--- config.mk ---
export PLATFORM = sky130hd
export DESIGN_NAME = spi_master_tx_flat
export DESIGN_NICKNAME = d
export VERILOG_FILES = /design/src/rtl/spi_master_tx_pkg.sv /design/src/rtl/spi_master_tx_if.sv /design/src/rtl/spi_master_tx_timer.sv /design/src/rtl/spi_master_tx.sv /design/src/flat_wrapper.sv
export SDC_FILE = /design/constraint.sdc
export NUM_CORES = 1
export LEC_CHECK = 0
export CAP_MARGIN = 20
export CORE_MARGIN = 2
export CORE_UTILIZATION = 45
export CTS_CLUSTER_DIAMETER = 30
export CTS_CLUSTER_SIZE = 25
export DETAILED_ROUTE_END_ITERATION = 10
export GPL_TIMING_DRIVEN = 0
export MAX_ROUTING_LAYER = met4
export PLACE_DENSITY = 0.78
export SLEW_MARGIN = 20
export SYNTH_ARGS = -nofsm -noshare
export SYNTH_HDL_FRONTEND = slang
export SYNTH_SLANG_ARGS = --single-unit
--- constraint.sdc ---
create_clock -name i_clk50m -period 3.05 [get_ports i_clk50m]
set_input_delay 0.61 -clock i_clk50m [delete_from_list [all_inputs] [get_ports i_clk50m]]
set_output_delay 0.61 -clock i_clk50m [all_outputs]
set_load 0.03 [all_outputs]
--- src/rtl/spi_master_tx_pkg.sv ---
// Shared definitions for the SPI mode-3 transmit master: FSM states, bus constants
// and the helper that turns a cycle count into a timer load value.
package spi_master_tx_pkg;

    localparam int BYTE_W   = 8;
    localparam int TMR_W    = 16;
    localparam bit SPI_CPOL = 1'b1;

    typedef enum logic [2:0] {
        ST_IDLE,
        ST_SETUP,
        ST_LOW,
        ST_HIGH,
        ST_WAIT,
        ST_HOLD,
        ST_GAP
    } state_e;

    // The timer counts down to zero inclusive, so N cycles of dwell load N-1.
    function automatic logic [TMR_W-1:0] tmr_len(input int cycles);
        return TMR_W'(cycles - 1);
    endfunction

endpackage

--- src/rtl/spi_master_tx_if.sv ---
// Byte stream between a producer and the SPI transmit master, plus the received-byte strobe.
interface spi_master_tx_if;
    import spi_master_tx_pkg::*;

    logic [BYTE_W-1:0] i_tx_data;
    logic              i_tx_valid;
    logic              i_tx_last;
    logic              o_tx_ready;
    logic [BYTE_W-1:0] o_rx_data;
    logic              o_rx_valid;

    modport master (
        output i_tx_data, i_tx_valid, i_tx_last,
        input  o_tx_ready, o_rx_data, o_rx_valid
    );

    modport slave (
        input  i_tx_data, i_tx_valid, i_tx_last,
        output o_tx_ready, o_rx_data, o_rx_valid
    );

endinterface

--- src/rtl/spi_master_tx_timer.sv ---
// Loadable down-counter; o_done is high while the count sits at zero.
module spi_master_tx_timer
    import spi_master_tx_pkg::*;
(
    input  logic             i_clk50m,
    input  logic             i_rst_n,
    input  logic             i_load,
    input  logic [TMR_W-1:0] i_load_val,
    output logic             o_done
);

    logic [TMR_W-1:0] cnt_q;
    logic [TMR_W-1:0] cnt_d;

    always_comb begin
        cnt_d = cnt_q;
        if (i_load) begin
            cnt_d = i_load_val;
        end else if (cnt_q != '0) begin
            cnt_d = cnt_q - TMR_W'(1);
        end
    end

    always_ff @(posedge i_clk50m) begin
        if (!i_rst_n) begin
            cnt_q <= '0;
        end else begin
            cnt_q <= cnt_d;
        end
    end

    assign o_done = (cnt_q == '0);

endmodule

--- src/rtl/spi_master_tx.sv ---
// SPI mode-3 master: frames bytes from a valid/ready stream into CS-delimited transactions
// (MSB first) and captures miso into a full-duplex readback byte.
module spi_master_tx
    import spi_master_tx_pkg::*;
#(
    parameter int HALF_CYCLES = 5,
    parameter int CS_SETUP    = 5,
    parameter int CS_HOLD     = 5,
    parameter int CS_GAP      = 10
) (
    input  logic           i_clk50m,
    input  logic           i_rst_n,
    spi_master_tx_if.slave bus,
    output logic           o_busy,
    output logic           o_sclk,
    output logic           o_cs,
    output logic           o_mosi,
    input  logic           i_miso
);

    state_e            state_q, state_d;
    logic [BYTE_W-1:0] tx_q, tx_d;
    logic [BYTE_W-1:0] rx_q, rx_d;
    logic [2:0]        bit_q, bit_d;
    logic              last_q, last_d;
    logic              sclk_q, sclk_d;
    logic              cs_q, cs_d;
    logic              mosi_q, mosi_d;
    logic              ready_q, ready_d;
    logic              rx_valid_q, rx_valid_d;
    logic [BYTE_W-1:0] rx_data_q, rx_data_d;
    logic              busy_q, busy_d;

    logic              tmr_load;
    logic [TMR_W-1:0]  tmr_val;
    logic              tmr_done;
    logic              accept;
    logic              enter_low;
    logic [BYTE_W-1:0] low_src;

    spi_master_tx_timer u_timer (
        .i_clk50m   (i_clk50m),
        .i_rst_n    (i_rst_n),
        .i_load     (tmr_load),
        .i_load_val (tmr_val),
        .o_done     (tmr_done)
    );

    assign accept = bus.i_tx_valid & ready_q;

    always_comb begin
        state_d    = state_q;
        tx_d       = tx_q;
        rx_d       = rx_q;
        bit_d      = bit_q;
        last_d     = last_q;
        sclk_d     = sclk_q;
        cs_d       = cs_q;
        mosi_d     = mosi_q;
        rx_valid_d = 1'b0;
        rx_data_d  = rx_data_q;
        busy_d     = busy_q;
        tmr_load   = 1'b0;
        tmr_val    = '0;
        enter_low  = 1'b0;
        low_src    = tx_q;

        case (state_q)
            ST_IDLE: begin
                if (accept) begin
                    tx_d     = bus.i_tx_data;
                    last_d   = bus.i_tx_last;
                    cs_d     = 1'b0;
                    busy_d   = 1'b1;
                    tmr_load = 1'b1;
                    tmr_val  = tmr_len(CS_SETUP);
                    state_d  = ST_SETUP;
                end
            end
            ST_SETUP: begin
                enter_low = tmr_done;
            end
            ST_LOW: begin
                if (tmr_done) begin
                    sclk_d   = 1'b1;
                    rx_d     = {rx_q[BYTE_W-2:0], i_miso};
                    tmr_load = 1'b1;
                    tmr_val  = tmr_len(HALF_CYCLES);
                    state_d  = ST_HIGH;
                end
            end
            ST_HIGH: begin
                if (tmr_done) begin
                    bit_d = bit_q + 3'd1;
                    if (bit_q != 3'd7) begin
                        enter_low = 1'b1;
                    end else begin
                        rx_valid_d = 1'b1;
                        rx_data_d  = rx_q;
                        if (last_q) begin
                            tmr_load = 1'b1;
                            tmr_val  = tmr_len(CS_HOLD);
                            state_d  = ST_HOLD;
                        end else begin
                            state_d = ST_WAIT;
                        end
                    end
                end
            end
            ST_WAIT: begin
                // Next byte of the same frame starts straight away, without another setup.
                if (accept) begin
                    last_d    = bus.i_tx_last;
                    low_src   = bus.i_tx_data;
                    enter_low = 1'b1;
                end
            end
            ST_HOLD: begin
                if (tmr_done) begin
                    cs_d     = 1'b1;
                    mosi_d   = 1'b0;
                    tmr_load = 1'b1;
                    tmr_val  = tmr_len(CS_GAP);
                    state_d  = ST_GAP;
                end
            end
            ST_GAP: begin
                if (tmr_done) begin
                    busy_d  = 1'b0;
                    state_d = ST_IDLE;
                end
            end
            default: begin
                state_d = ST_IDLE;
            end
        endcase

        if (enter_low) begin
            sclk_d   = 1'b0;
            mosi_d   = low_src[BYTE_W-1];
            tx_d     = {low_src[BYTE_W-2:0], 1'b0};
            tmr_load = 1'b1;
            tmr_val  = tmr_len(HALF_CYCLES);
            state_d  = ST_LOW;
        end

        // Ready is registered, so it is derived from where the FSM lands next.
        ready_d = (state_d == ST_IDLE) || (state_d == ST_WAIT);
    end

    always_ff @(posedge i_clk50m) begin
        if (!i_rst_n) begin
            state_q    <= ST_IDLE;
            tx_q       <= '0;
            rx_q       <= '0;
            bit_q      <= '0;
            last_q     <= 1'b0;
            sclk_q     <= SPI_CPOL;
            cs_q       <= 1'b1;
            mosi_q     <= 1'b0;
            ready_q    <= 1'b0;
            rx_valid_q <= 1'b0;
            rx_data_q  <= '0;
            busy_q     <= 1'b0;
        end else begin
            state_q    <= state_d;
            tx_q       <= tx_d;
            rx_q       <= rx_d;
            bit_q      <= bit_d;
            last_q     <= last_d;
            sclk_q     <= sclk_d;
            cs_q       <= cs_d;
            mosi_q     <= mosi_d;
            ready_q    <= ready_d;
            rx_valid_q <= rx_valid_d;
            rx_data_q  <= rx_data_d;
            busy_q     <= busy_d;
        end
    end

    assign bus.o_tx_ready = ready_q;
    assign bus.o_rx_data  = rx_data_q;
    assign bus.o_rx_valid = rx_valid_q;
    assign o_busy         = busy_q;
    assign o_sclk         = sclk_q;
    assign o_cs           = cs_q;
    assign o_mosi         = mosi_q;

endmodule

--- src/flat_wrapper.sv ---
// flat-port wrapper written by rule: the top's interface ports become plain ports
module spi_master_tx_flat import spi_master_tx_pkg::*;
#(
    parameter int HALF_CYCLES = 5,
    parameter int CS_SETUP    = 5,
    parameter int CS_HOLD     = 5,
    parameter int CS_GAP      = 10
)
  (i_clk50m, i_rst_n, o_busy, o_sclk, o_cs, o_mosi, i_miso, bus_i_tx_data, bus_i_tx_valid, bus_i_tx_last, bus_o_tx_ready, bus_o_rx_data, bus_o_rx_valid);
  spi_master_tx_if bus_i ();
  input  logic i_clk50m;
  input  logic i_rst_n;
  output logic o_busy;
  output logic o_sclk;
  output logic o_cs;
  output logic o_mosi;
  input  logic i_miso;
  input wire logic [$bits(bus_i.i_tx_data)-1:0] bus_i_tx_data;
  input wire logic [$bits(bus_i.i_tx_valid)-1:0] bus_i_tx_valid;
  input wire logic [$bits(bus_i.i_tx_last)-1:0] bus_i_tx_last;
  output wire logic [$bits(bus_i.o_tx_ready)-1:0] bus_o_tx_ready;
  output wire logic [$bits(bus_i.o_rx_data)-1:0] bus_o_rx_data;
  output wire logic [$bits(bus_i.o_rx_valid)-1:0] bus_o_rx_valid;
  assign bus_i.i_tx_data = bus_i_tx_data;
  assign bus_i.i_tx_valid = bus_i_tx_valid;
  assign bus_i.i_tx_last = bus_i_tx_last;
  assign bus_o_tx_ready = bus_i.o_tx_ready;
  assign bus_o_rx_data = bus_i.o_rx_data;
  assign bus_o_rx_valid = bus_i.o_rx_valid;
  spi_master_tx #(.HALF_CYCLES(HALF_CYCLES), .CS_SETUP(CS_SETUP), .CS_HOLD(CS_HOLD), .CS_GAP(CS_GAP)) u_core (.i_clk50m(i_clk50m), .i_rst_n(i_rst_n), .bus(bus_i), .o_busy(o_busy), .o_sclk(o_sclk), .o_cs(o_cs), .o_mosi(o_mosi), .i_miso(i_miso));
endmodule
==> metrics <==
status completed; Netlist Area Pre-Place about 0.0024 mm²; Hold Buf Count CTS 0; Placed Cells 379; final setup vio count 0; r2r endpoint u_core.rx_q[1]; Detailed Place HPWL between 3000 and 4000 µm; Top FF cell, synth dfxtp_1; Cell Pwr Density ~940 mW/mm²; P_leak approximately 1 nW; Starting DRT DRC Count between 100 and 150; initial antenna violation count 0; Die X between 70 and 80 µm; main combinational cell family by area after synthesis simple AND/OR/NAND/NOR gates; crit path max fanout 10; routed wire length about 5500 µm; HP Class reg2reg; syn nets about 300; clk buf depth 2; DRT Pass-1 Iters 5; flop-to-flop setup slack roughly 400 ps; number of flops mapped to enable cells by yosys 0; vias in the first global route ~2000; site row count 26; most common cell after layout, fill and taps aside dfxtp_1; Slew @ Worst Pin around 830 ps; Final Wtd Congestion approximately 0.93; Post-Place Setup Slack roughly 35 ps; DR DRC count 0; worst r2r src u_core.u_timer.cnt_q[0]; Netlist cell types between 40 and 50; Yosys warning total 0; final hold vios 0; reg2reg path depth 9; post-synthesis sequential area ratio 0.4355; Vias/cell 5.599; die height around 78 µm; adder and majority cell fraction of the synthesized area 0.02054; core area 0.005172 mm²; Worst Path Class, Setup in2reg; Global Route Usage Sum 0.2010; IO Count 27; worst hold endpoint u_core.rx_q[7]; Worst Path Buf+Inv 2; per-cell routed wire length 14.32 µm; max-slew violations 0; share of cells above drive strength 1 0.06309; Rel. slew slack 0.4395; Worst setup EP type register; clock-pin slew on the worst setup and hold paths about 100 ps; Finished Layout Cells between 300 and 400; commonest non-fill, non-tap cells in the layout dfxtp_1, nand2_1, nor2_1, a21oi_1, clkdlybuf4s50_1; Die Footprint roughly 0.006 mm²; H-tree levels 2; min cycle time layout about 2700 ps; CP max stage delay around 720 ps; critical path's slowest cell nor4b_1; Async S/R FF share, synth 0; Antenna Cells 0; fin nets 333; post-synthesis mux area share 0.04982; CTS tree done; Clk Latency, worst-skew pair about 310 ps; max-cap violation count 0; Starting Density 0.4710; Crit path max-delay family simple AND/OR/NAND/NOR gates; top post-synthesis cells by area dfxtp_1, nand2_1, a21oi_1, mux2i_1, nor2_1; Startpoint Class input pin; largest net degree at the start of global routing 19; hold depth 2; post-synthesis compound-gate area fraction 0.1602; crit path DAT slightly below 3000 ps; total CTS buffers 5; worst setup margin about 320 ps; period utilisation layout 0.8944; Final Skew around 5.7 ps; Syn Inst Count about 280; grt ovf 0; Antenna Nets Post-Route 0; Area Overhead vs Synth 17.77%; port buffer count 25; critical path data required time ~3300 ps; total power about 0.0027 W; first-pass GRT wire length 9466 µm; #FFs+latches synth 53; post-synthesis xor/xnor area fraction 0.03236; VDD IR max 0.3400 mV; share of the synthesized area in the top cell type 0.4355; fillers 466; Post-Synth Simple-Gate Area 0.2625; cell chain of the critical path clkdlybuf4s50_1 -> nand2_1 -> nor4b_1 -> a21oi_1 -> nand3_1 -> buf_2 -> nor2_1; Root Driver clkbuf_8; Max Freq 0.3666 GHz; routed via count between 2000 and 2500; postcts setup bufs 0; post_cts resized 0; syn_area_per_cell about 8.6 µm²; worst hold start u_core.rx_q[7]; clock tree sinks 53; area leader, netlist dfxtp_1; RSZ-0062 raised after global routing no
==> stage by stage <==
stage | TNS, ps | hold slack (ps) | utilization | area, µm²
2_1_floorplan | 0 | 431.5 | - | 2436
3_3_place_gp | -15.66 | 442.6 | 0.5363 | 2774
3_5_place_dp | 0 | 451.0 | 0.5363 | 2774
4_1_cts | 0 | 465.3 | 0.5547 | 2869
5_1_grt | 0 | 487.7 | 0.5547 | 2869
6_report | 0 | 461.7 | 0.5547 | 2869
==> routing by layer <==
| layer | vias up | track usage | wire length [µm] |
|---|---|---|---|
| met5 | - | - | 0 |
| met4 | 0 | 0.07857 | 94 |
| met3 | 8 | 0.03721 | 305 |
| met2 | 77 | 0.3243 | 2628 |
| met1 | 995 | 0.2504 | 2512 |
| li1 | 1087 | - | - |
==> where the power goes <==
part / internal (W) / switching (W) / total [W] / leakage, nW
logic: 0.000539 / 0.000777 / 0.00132 / 0.529
registers: 0.000841 / 0.000131 / 0.000972 / 0.431
clock network: 0.000168 / 0.000246 / 0.000414 / 0.0487
==> worst max-delay path by stage <==
stage	startpoint	endpoint	slack, ps	cells past startpoint
after global placement	bus_i_tx_valid	u_core.u_timer.cnt_q[4]	-7	7
final	bus_i_tx_valid	u_core.u_timer.cnt_q[14]	320	7
after global routing	bus_i_tx_valid	u_core.u_timer.cnt_q[13]	70	7
after floorplan	bus_i_tx_valid	u_core.o_mosi	780	6
after CTS	bus_i_tx_valid	u_core.u_timer.cnt_q[14]	360	7
after detailed placement	bus_i_tx_valid	u_core.u_timer.cnt_q[14]	30	7
==> flip-flops by register name, indices dropped and copies added, names as in the netlist <==
register,flops
u_core.o_sclk,1
u_core.state_q,3
u_core.bus.o_rx_data,8
u_core.tx_q,8
u_core.o_cs,1
u_core.bus.o_rx_valid,1
u_core.u_timer.cnt_q,16
u_core.o_busy,1
u_core.o_mosi,1
u_core.bus.o_tx_ready,1
u_core.bit_q,3
u_core.rx_q,8
u_core.last_q,1
==> cell type report <==
class / count / area, µm² / share of cell area
clock buffer: 5 / 68.82 / 0.02399
timing repair buffer: 25 / 250.2 / 0.08722
clock inverter: 3 / 26.28 / 0.009158
multi-input combinational: 209 / 1280 / 0.4461
tap: 70 / 87.58 / 0.03053
buffer: 18 / 80.08 / 0.02791
inverter: 4 / 15.01 / 0.005233
sequential: 53 / 1061 / 0.3698
==> cell families after synthesis <==
group	Yosys count
AND/OR/NAND/NOR	123
AO/OA/AOI/OAI	61
flip-flops	53
buffers and inverters	22
multiplexers	12
XOR/XNOR	9
adder cells (fa/ha/maj)	4
==> worst reg2reg max path, cell delays in order (launching register included) <==
cell and delay, ps:
dfxtp_1 360, inv_1 70, ha_1 220, or4b_2 640, nor4_4 290, buf_4 250
buf_4 200, nand3b_1 260, nand2_1 160, a21oi_1 80
==> synthesized netlist by cell type, types with 2 or more instances <==
cell and count:
nand2_1 45, ha_1 4, xor2_1 3, nor4_4 2, nand2b_1 3, nor2b_1 4, a222oi_1 7, a21oi_1 25
nor4_1 2, a211oi_1 3, nor2_1 27, inv_1 4, nor4b_1 4, buf_2 4, o21ai_0 8, o22ai_1 6
or3_1 2, clkbuf_1 11, o41ai_1 2, xnor2_1 6, buf_4 2, nor3_1 12, nand3b_1 5, a31oi_1 2
nand3_1 4, mux2i_1 11, dfxtp_1 53, or4_1 2
No activity file was read; power rests on OpenSTA's default activity.
